File: config.mk
export PLATFORM = sky130hd
export DESIGN_NAME = iexecute_pipe
export DESIGN_NICKNAME = d
export VERILOG_FILES = /design/src/rtl/iexecute_pipe.sv
export SDC_FILE = /design/constraint.sdc
export NUM_CORES = 1
export LEC_CHECK = 0
export BUFFER_PORTS_ARGS = -buffer_cell sky130_fd_sc_hd__buf_2
export CORE_ASPECT_RATIO = 0.6
export CORE_UTILIZATION = 54
export DETAILED_ROUTE_END_ITERATION = 10
export PLACE_DENSITY = 0.9
export REMOVE_ABC_BUFFERS = 1
export SLEW_MARGIN = 10
export SYNTH_ARGS = -nofsm -noshare
export SYNTH_HDL_FRONTEND = slang
export SYNTH_SLANG_ARGS = --single-unit
File: constraint.sdc
create_clock -name clk -period 7.5 [get_ports clk]
set_clock_uncertainty 0.05 [all_clocks]
set_input_delay 1.5 -clock clk [delete_from_list [all_inputs] [get_ports clk]]
set_output_delay 1.5 -clock clk [all_outputs]
set_load 0.02 [all_outputs]
File: src/rtl/iexecute_pipe.sv
// -----------------------------------------------------------------------------
// iexecute_pipe : registered LEGv8 execute stage
//
// Purpose
//   Selects operand B, evaluates ADD/SUB/AND/ORR/pass-B in one cycle or MUL
//   by an iterative shift-add multiplier (one multiplier bit per cycle). It
//   also forms the branch target pc_in + (sign_extend << BR_SHIFT). The
//   result, zero flag and branch target sit in a single-entry output
//   register. Both sides use valid/ready handshakes.
//
// Parameters
//   WORD      datapath width (>= 8, even)
//   BR_SHIFT  left shift applied to sign_extend for branch_target
//
// Ports
//   clk            in   clock, all state updates on the rising edge
//   reset_n        in   synchronous reset, active-low
//   in_valid       in   decode presents an instruction
//   in_ready       out  stage accepts this cycle
//   pc_in          in   PC of the instruction
//   read_data1     in   operand A
//   read_data2     in   register operand B
//   sign_extend    in   sign-extended immediate
//   opcode         in   instruction[31:21]
//   alu_op         in   00 ADD, 01 pass-B (CBZ), 10 R-type by opcode, 11 as 00
//   alu_src        in   1: B = sign_extend, 0: B = read_data2
//   out_valid      out  output registers hold a valid result
//   out_ready      in   memory stage consumes the result
//   alu_result     out  registered result
//   zero           out  registered (alu_result == 0)
//   branch_target  out  registered branch target
//   busy           out  high while a MUL iterates
//   flags          out  {N,Z,C,V}, only when EXEC_FLAGS_EN is defined
//
// Configuration macro
//   EXEC_FLAGS_EN  adds the registered flags output and its logic
// -----------------------------------------------------------------------------
module iexecute_pipe #(
   parameter int unsigned WORD     = 64,
   parameter int unsigned BR_SHIFT = 2
) (
   input  logic            clk,
   input  logic            reset_n,
   input  logic            in_valid,
   output logic            in_ready,
   input  logic [WORD-1:0] pc_in,
   input  logic [WORD-1:0] read_data1,
   input  logic [WORD-1:0] read_data2,
   input  logic [WORD-1:0] sign_extend,
   input  logic [10:0]     opcode,
   input  logic [1:0]      alu_op,
   input  logic            alu_src,
   output logic            out_valid,
   input  logic            out_ready,
   output logic [WORD-1:0] alu_result,
   output logic            zero,
   output logic [WORD-1:0] branch_target,
   output logic            busy
`ifdef EXEC_FLAGS_EN
  ,output logic [3:0]      flags
`endif
);

   localparam int unsigned CNT_W = $clog2(WORD);

   localparam logic [0:0] ST_IDLE     = 1'b0;
   localparam logic [0:0] ST_MUL_BUSY = 1'b1;

   localparam logic [2:0] OP_ADD  = 3'd0;
   localparam logic [2:0] OP_SUB  = 3'd1;
   localparam logic [2:0] OP_AND  = 3'd2;
   localparam logic [2:0] OP_ORR  = 3'd3;
   localparam logic [2:0] OP_PASS = 3'd4;
   localparam logic [2:0] OP_MUL  = 3'd5;
   localparam logic [2:0] OP_NONE = 3'd6;

   localparam logic [10:0] OPC_ADD = 11'b10001011000;
   localparam logic [10:0] OPC_SUB = 11'b11001011000;
   localparam logic [10:0] OPC_AND = 11'b10001010000;
   localparam logic [10:0] OPC_ORR = 11'b10101010000;
   localparam logic [10:0] OPC_MUL = 11'b10011011000;

   // ---------------------------------------------------------------- state
   logic [0:0]      state_q,   state_d;
   logic [CNT_W-1:0] cnt_q,    cnt_d;
   logic [WORD-1:0] mul_a_q,   mul_a_d;
   logic [WORD-1:0] mul_b_q,   mul_b_d;
   logic [WORD-1:0] acc_q,     acc_d;
   logic [WORD-1:0] pend_bt_q, pend_bt_d;
   logic            out_valid_q, out_valid_d;
   logic [WORD-1:0] result_q,  result_d;
   logic            zero_q,    zero_d;
   logic [WORD-1:0] bt_q,      bt_d;
`ifdef EXEC_FLAGS_EN
   logic [3:0]      flags_q,   flags_d;
`endif

   // ---------------------------------------------------------------- decode
   logic [2:0]      op_sel;
   logic [WORD-1:0] opb;
   logic [WORD-1:0] bt_calc;
   logic            accept;
   logic            mul_start;
   logic            mul_done;
   logic [WORD-1:0] mul_acc_next;

   always_comb begin
      op_sel = OP_ADD;
      case (alu_op)
         2'b01: op_sel = OP_PASS;
         2'b10: begin
            case (opcode)
               OPC_ADD: op_sel = OP_ADD;
               OPC_SUB: op_sel = OP_SUB;
               OPC_AND: op_sel = OP_AND;
               OPC_ORR: op_sel = OP_ORR;
               OPC_MUL: op_sel = OP_MUL;
               default: op_sel = OP_NONE;
            endcase
         end
         default: op_sel = OP_ADD;
      endcase
   end

   assign opb     = alu_src ? sign_extend : read_data2;
   assign bt_calc = pc_in + (sign_extend << BR_SHIFT);

   assign in_ready  = reset_n & (state_q == ST_IDLE) & (~out_valid_q | out_ready);
   assign accept    = in_valid & in_ready;
   assign mul_start = accept & (op_sel == OP_MUL);
   assign mul_done  = (state_q == ST_MUL_BUSY) && (cnt_q == CNT_W'(WORD - 1));

   // One multiplier bit per cycle: add the shifted multiplicand when the
   // current low bit of the multiplier is set. Only the low WORD bits of the
   // product are ever needed, so the accumulator stays WORD wide.
   assign mul_acc_next = acc_q + (mul_b_q[0] ? mul_a_q : '0);

   // ---------------------------------------------------------------- ALU
   logic [WORD-1:0] add_sum;
   logic [WORD-1:0] sub_diff;
   logic [WORD-1:0] alu_res;

`ifdef EXEC_FLAGS_EN
   logic [WORD:0]   add_w;
   logic [WORD:0]   sub_w;
   logic            add_v;
   logic            sub_v;
   logic            fl_c;
   logic            fl_v;

   // SUB is a + ~b + 1 so the carry out is the ARM no-borrow flag.
   assign add_w    = {1'b0, read_data1} + {1'b0, opb};
   assign sub_w    = {1'b0, read_data1} + {1'b0, ~opb} + {{WORD{1'b0}}, 1'b1};
   assign add_sum  = add_w[WORD-1:0];
   assign sub_diff = sub_w[WORD-1:0];
   assign add_v    = (read_data1[WORD-1] == opb[WORD-1]) &
                     (add_sum[WORD-1] != read_data1[WORD-1]);
   assign sub_v    = (read_data1[WORD-1] != opb[WORD-1]) &
                     (sub_diff[WORD-1] != read_data1[WORD-1]);
`else
   assign add_sum  = read_data1 + opb;
   assign sub_diff = read_data1 - opb;
`endif

   always_comb begin
      alu_res = '0;
`ifdef EXEC_FLAGS_EN
      fl_c = 1'b0;
      fl_v = 1'b0;
`endif
      case (op_sel)
         OP_ADD: begin
            alu_res = add_sum;
`ifdef EXEC_FLAGS_EN
            fl_c = add_w[WORD];
            fl_v = add_v;
`endif
         end
         OP_SUB: begin
            alu_res = sub_diff;
`ifdef EXEC_FLAGS_EN
            fl_c = sub_w[WORD];
            fl_v = sub_v;
`endif
         end
         OP_AND:  alu_res = read_data1 & opb;
         OP_ORR:  alu_res = read_data1 | opb;
         OP_PASS: alu_res = opb;
         default: alu_res = '0;
      endcase
   end

   // ---------------------------------------------------------------- next state
   always_comb begin
      state_d     = state_q;
      cnt_d       = cnt_q;
      mul_a_d     = mul_a_q;
      mul_b_d     = mul_b_q;
      acc_d       = acc_q;
      pend_bt_d   = pend_bt_q;
      out_valid_d = out_valid_q;
      result_d    = result_q;
      zero_d      = zero_q;
      bt_d        = bt_q;
`ifdef EXEC_FLAGS_EN
      flags_d     = flags_q;
`endif

      // multiplier sequencing
      case (state_q)
         ST_IDLE: begin
            if (mul_start) begin
               state_d   = ST_MUL_BUSY;
               cnt_d     = '0;
               mul_a_d   = read_data1;
               mul_b_d   = opb;
               acc_d     = '0;
               pend_bt_d = bt_calc;
            end
         end
         default: begin
            acc_d   = mul_acc_next;
            mul_a_d = mul_a_q << 1;
            mul_b_d = mul_b_q >> 1;
            cnt_d   = cnt_q + CNT_W'(1);
            if (mul_done) begin
               state_d = ST_IDLE;
            end
         end
      endcase

      // Output register. An accept only happens when the register is empty
      // or retiring, so a held result is never overwritten. A MUL start
      // retires the old result and leaves the register empty until the
      // product is ready.
      if (accept && !mul_start) begin
         out_valid_d = 1'b1;
         result_d    = alu_res;
         zero_d      = (alu_res == '0);
         bt_d        = bt_calc;
`ifdef EXEC_FLAGS_EN
         flags_d     = {alu_res[WORD-1], (alu_res == '0), fl_c, fl_v};
`endif
      end else if (mul_start) begin
         out_valid_d = 1'b0;
      end else if (mul_done) begin
         out_valid_d = 1'b1;
         result_d    = mul_acc_next;
         zero_d      = (mul_acc_next == '0);
         bt_d        = pend_bt_q;
`ifdef EXEC_FLAGS_EN
         flags_d     = {mul_acc_next[WORD-1], (mul_acc_next == '0), 2'b00};
`endif
      end else if (out_valid_q && out_ready) begin
         out_valid_d = 1'b0;
      end
   end

   // ---------------------------------------------------------------- registers
   always_ff @(posedge clk) begin
      if (!reset_n) begin
         state_q     <= ST_IDLE;
         cnt_q       <= '0;
         mul_a_q     <= '0;
         mul_b_q     <= '0;
         acc_q       <= '0;
         pend_bt_q   <= '0;
         out_valid_q <= 1'b0;
         result_q    <= '0;
         zero_q      <= 1'b0;
         bt_q        <= '0;
`ifdef EXEC_FLAGS_EN
         flags_q     <= 4'b0000;
`endif
      end else begin
         state_q     <= state_d;
         cnt_q       <= cnt_d;
         mul_a_q     <= mul_a_d;
         mul_b_q     <= mul_b_d;
         acc_q       <= acc_d;
         pend_bt_q   <= pend_bt_d;
         out_valid_q <= out_valid_d;
         result_q    <= result_d;
         zero_q      <= zero_d;
         bt_q        <= bt_d;
`ifdef EXEC_FLAGS_EN
         flags_q     <= flags_d;
`endif
      end
   end

   assign out_valid     = out_valid_q;
   assign alu_result    = result_q;
   assign zero          = zero_q;
   assign branch_target = bt_q;
   assign busy          = (state_q == ST_MUL_BUSY);
`ifdef EXEC_FLAGS_EN
   assign flags         = flags_q;
`endif

endmodule
==> results.json <==
{
  "clkTransAtPathRegs_ns": 0.07,
  "cts_tree": "built",
  "status": "completed",
  "gp_congestion": 1.092,
  "synthArstFlopShare_pct": 0,
  "nets": 5060,
  "cts_buffers": 41,
  "routedWlPerCell_microns": 21.30,
  "cpPeakStageDelay_ns": 0.40,
  "hold_viol": 0,
  "antenna_found_initial": 17,
  "worstRegToRegCells": 18,
  "ios": 406,
  "synthTopCellsByArea": "dfxtp_1 26%, a21oi_1 8.2%, ha_1 7.9%",
  "r2r_slack_ns": 1.57,
  "worstPathRequired_ns": 7.98,
  "end_kind": "flip-flop",
  "clock.fmax_mhz": 138.8,
  "globalRouteTotalUtil_pct": 38.34,
  "cp_max_fo": 5,
  "drc": 0,
  "holdPathEnd": "pend_bt_q[41]",
  "grt_pass1_wl_microns": 174700,
  "setup_viol": 0,
  "cpLargestDelayFamily": "simple AND/OR/NAND/NOR gates",
  "die_h_microns": 186.0,
  "tns_ns": 0,
  "synth_cells": 4129,
  "initial_core_util_pct": 54.67,
  "port_buffers": 405,
  "critical_path.slowest_cell": "or3_1",
  "syn_area_per_cell_sq_um": 7.381,
  "syn_to_final_growth_pct": 19.38,
  "placed_cell_area_sq_um": 34710,
  "critPathLaunchType": "input port",
  "first_iter_violations": 4496,
  "yosys.area.top_type": "dfxtp_1",
  "clkLatencyLatePin_ns": 0.59,
  "worstMarginPinSlew_ns": 1.136,
  "finalCritPeriodShare_pct": 96.07,
  "ys_seq_area_share_pct": 25.82,
  "via_per_inst": 6.461,
  "dieWidth_microns": 308.7,
  "root_buffer": "clkbuf_16",
  "r2r-start": "mul_b_q[0]",
  "worstSetupStartpoint": "alu_src",
  "cp.buffers_inverters": 6,
  "arrival_ns": 7.68,
  "p_leak_nw": 15.33,
  "globalRouteOverflowTotal": 0,
  "cts_sinks": 393,
  "die_area_sq_um": 57420,
  "multiInputGateArea_sq_um": 21460,
  "power_density_nw_per_um2": 176.0,
  "finalMaxSlewViolations": 0,
  "min_path_type": "flip-flop to flip-flop",
  "clock_path_buffers": 3,
  "grt_pass1_vias": 31330,
  "htreeDepth": 2,
  "dp_hpwl_microns": 85410,
  "firstDrtPassIters": 6,
  "placementRows": 67,
  "r2r-end": "zero",
  "ys.flop_type": "dfxtp_1",
  "hold_depth": 2,
  "final-seq-area_sq_um": 7871,
  "ys_types": 96,
  "power_mw": 6.404,
  "nFillCells": 4747,
  "syn_area_sq_um": 30470,
  "fin_util_pct": 65.26,
  "design_area_sq_um": 36380,
  "drv_cap": 0,
  "ir_drop_uv": 141.9,
  "synth_seq_cells": 393,
  "core_sq_um": 55750,
  "period_minus_slack_ns": 7.206,
  "ant_nets": 0,
  "yosysWarnings": 0,
  "min_from": "pend_bt_q[41]",
  "synth_enable_flop_cells": 0,
  "grt_max_degree": 196,
  "drive_gt1_share_pct": 18.69,
  "slew_headroom_pct": 24.25,
  "crit_type": "input port to flip-flop",
  "via_count": 34871,
  "wirelength_microns": 115000,
  "synth_top_area_share_pct": 25.82
}
-- state kept, by name, summed over array words and instances, names as in the netlist --
name	cells
acc_q	64
alu_result	64
zero	1
mul_b_q	64
branch_target	64
out_valid	1
busy	1
mul_a_q	64
cnt_q	6
pend_bt_q	64
-- Yosys cell counts, types with 16 or more instances --
library cell / count
a211oi_1: 36
dfxtp_1: 393
mux2_2: 18
a31oi_1: 36
nand3_1: 65
o21bai_1: 25
clkbuf_1: 256
o22ai_1: 25
o21a_1: 31
mux2i_1: 61
or3_1: 21
nand2b_1: 23
xnor2_1: 130
a21o_1: 83
nor2b_1: 29
nor4_1: 26
nor2_1: 449
o21ai_0: 205
nand4_1: 62
nand2_1: 525
a21oi_1: 501
o31ai_1: 19
nand3b_1: 20
a22oi_1: 209
or2_2: 16
and3_1: 30
nor3_1: 67
o211ai_1: 18
maj3_1: 18
xor2_1: 90
a221oi_1: 97
and2_1: 82
ha_1: 193
inv_1: 56
-- tightest hold or removal path, stage by stage, from the launching register on --
cell and delay [ns]:
dfxtp_1 0.31, nand2_1 0.05, a21oi_1 0.05
-- metrics by stage --
| step | std cells | setup slack (ns) | hold slack, ns |
|---|---|---|---|
| after floorplan | 3843 | -10.03 | 0.3823 |
| after global placement | 5304 | -0.4190 | 0.3888 |
| after detailed placement | 5304 | -0.6111 | 0.3936 |
| after CTS | 5379 | 0.05030 | 0.4015 |
| after global routing | 5391 | -0.01381 | 0.4122 |
| final | 5397 | 0.2944 | 0.4030 |
-- worst max-delay path by stage --
stage,endpoint,cells after the start
after global placement,alu_result[63],30
after detailed placement,zero,32
after floorplan,mul_b_q[0],7
final,zero,33
after CTS,zero,30
after global routing,alu_result[63],30
-- repair_timing --
item,in CTS,in global routing
buffers inserted,0,2
gates resized for setup,3,20
hold buffers,0,0
endpoints found under the setup margin,2,17
pin swaps,0,9
-- metal layers --
layer | vias up | track usage [%] | wire length, microns
li1 | 16058 | - | -
met1 | 16236 | 51.01 | 46920
met2 | 2195 | 58.81 | 48760
met3 | 374 | 8.334 | 13480
met4 | 8 | 18.45 | 5765
met5 | - | 0 | 46
-- cells by family (layout without fill, tap and decap cells) --
family | count (synthesis) | count (layout) | share of synthesized area (%)
fa+ha+maj | 214 | 214 | 8.712
simple gates | 1464 | 1464 | 22.02
xor+xnor | 221 | 221 | 6.376
flops | 393 | 393 | 25.82
mux | 82 | 82 | 2.862
buf+inv | 343 | 836 | 4.418
other cells | 0 | 16 | 0
compound gates | 1412 | 1412 | 29.80
-- cell usage in the layout, fill, tap and decap left out, types with 83 or more instances in the layout --
| cell | synthesis | layout |
|---|---|---|
| a21o_1 | 83 | 83 |
| a22oi_1 | 209 | 209 |
| xnor2_1 | 130 | 130 |
| dfxtp_1 | 393 | 392 |
| buf_2 | 8 | 404 |
| nand2_1 | 525 | 524 |
| o21ai_0 | 205 | 204 |
| ha_1 | 193 | 193 |
| xor2_1 | 90 | 90 |
| a221oi_1 | 97 | 96 |
| a21oi_1 | 501 | 499 |
| buf_4 | 1 | 294 |
| nor2_1 | 449 | 445 |
-- where the power goes --
part | internal [mW] | switching [mW] | total (mW)
Clock | 1.39 | 0.939 | 2.33
Combinational | 0.784 | 1.10 | 1.89
Sequential | 2.14 | 0.0416 | 2.18
-- layout make-up --
class                           count  share of cell area, %
Multi-Input combinational cell   3393                  58.98
Timing Repair Buffer              704                  11.92
Antenna cell                       16                 0.1101
Clock buffer                       61                  3.419
Sequential cell                   393                  21.64
Inverter                           57                 0.6087
Clock inverter                     14                 0.7154
Tap cell                          759                  2.610
No activity file was read; power rests on OpenSTA's default activity.
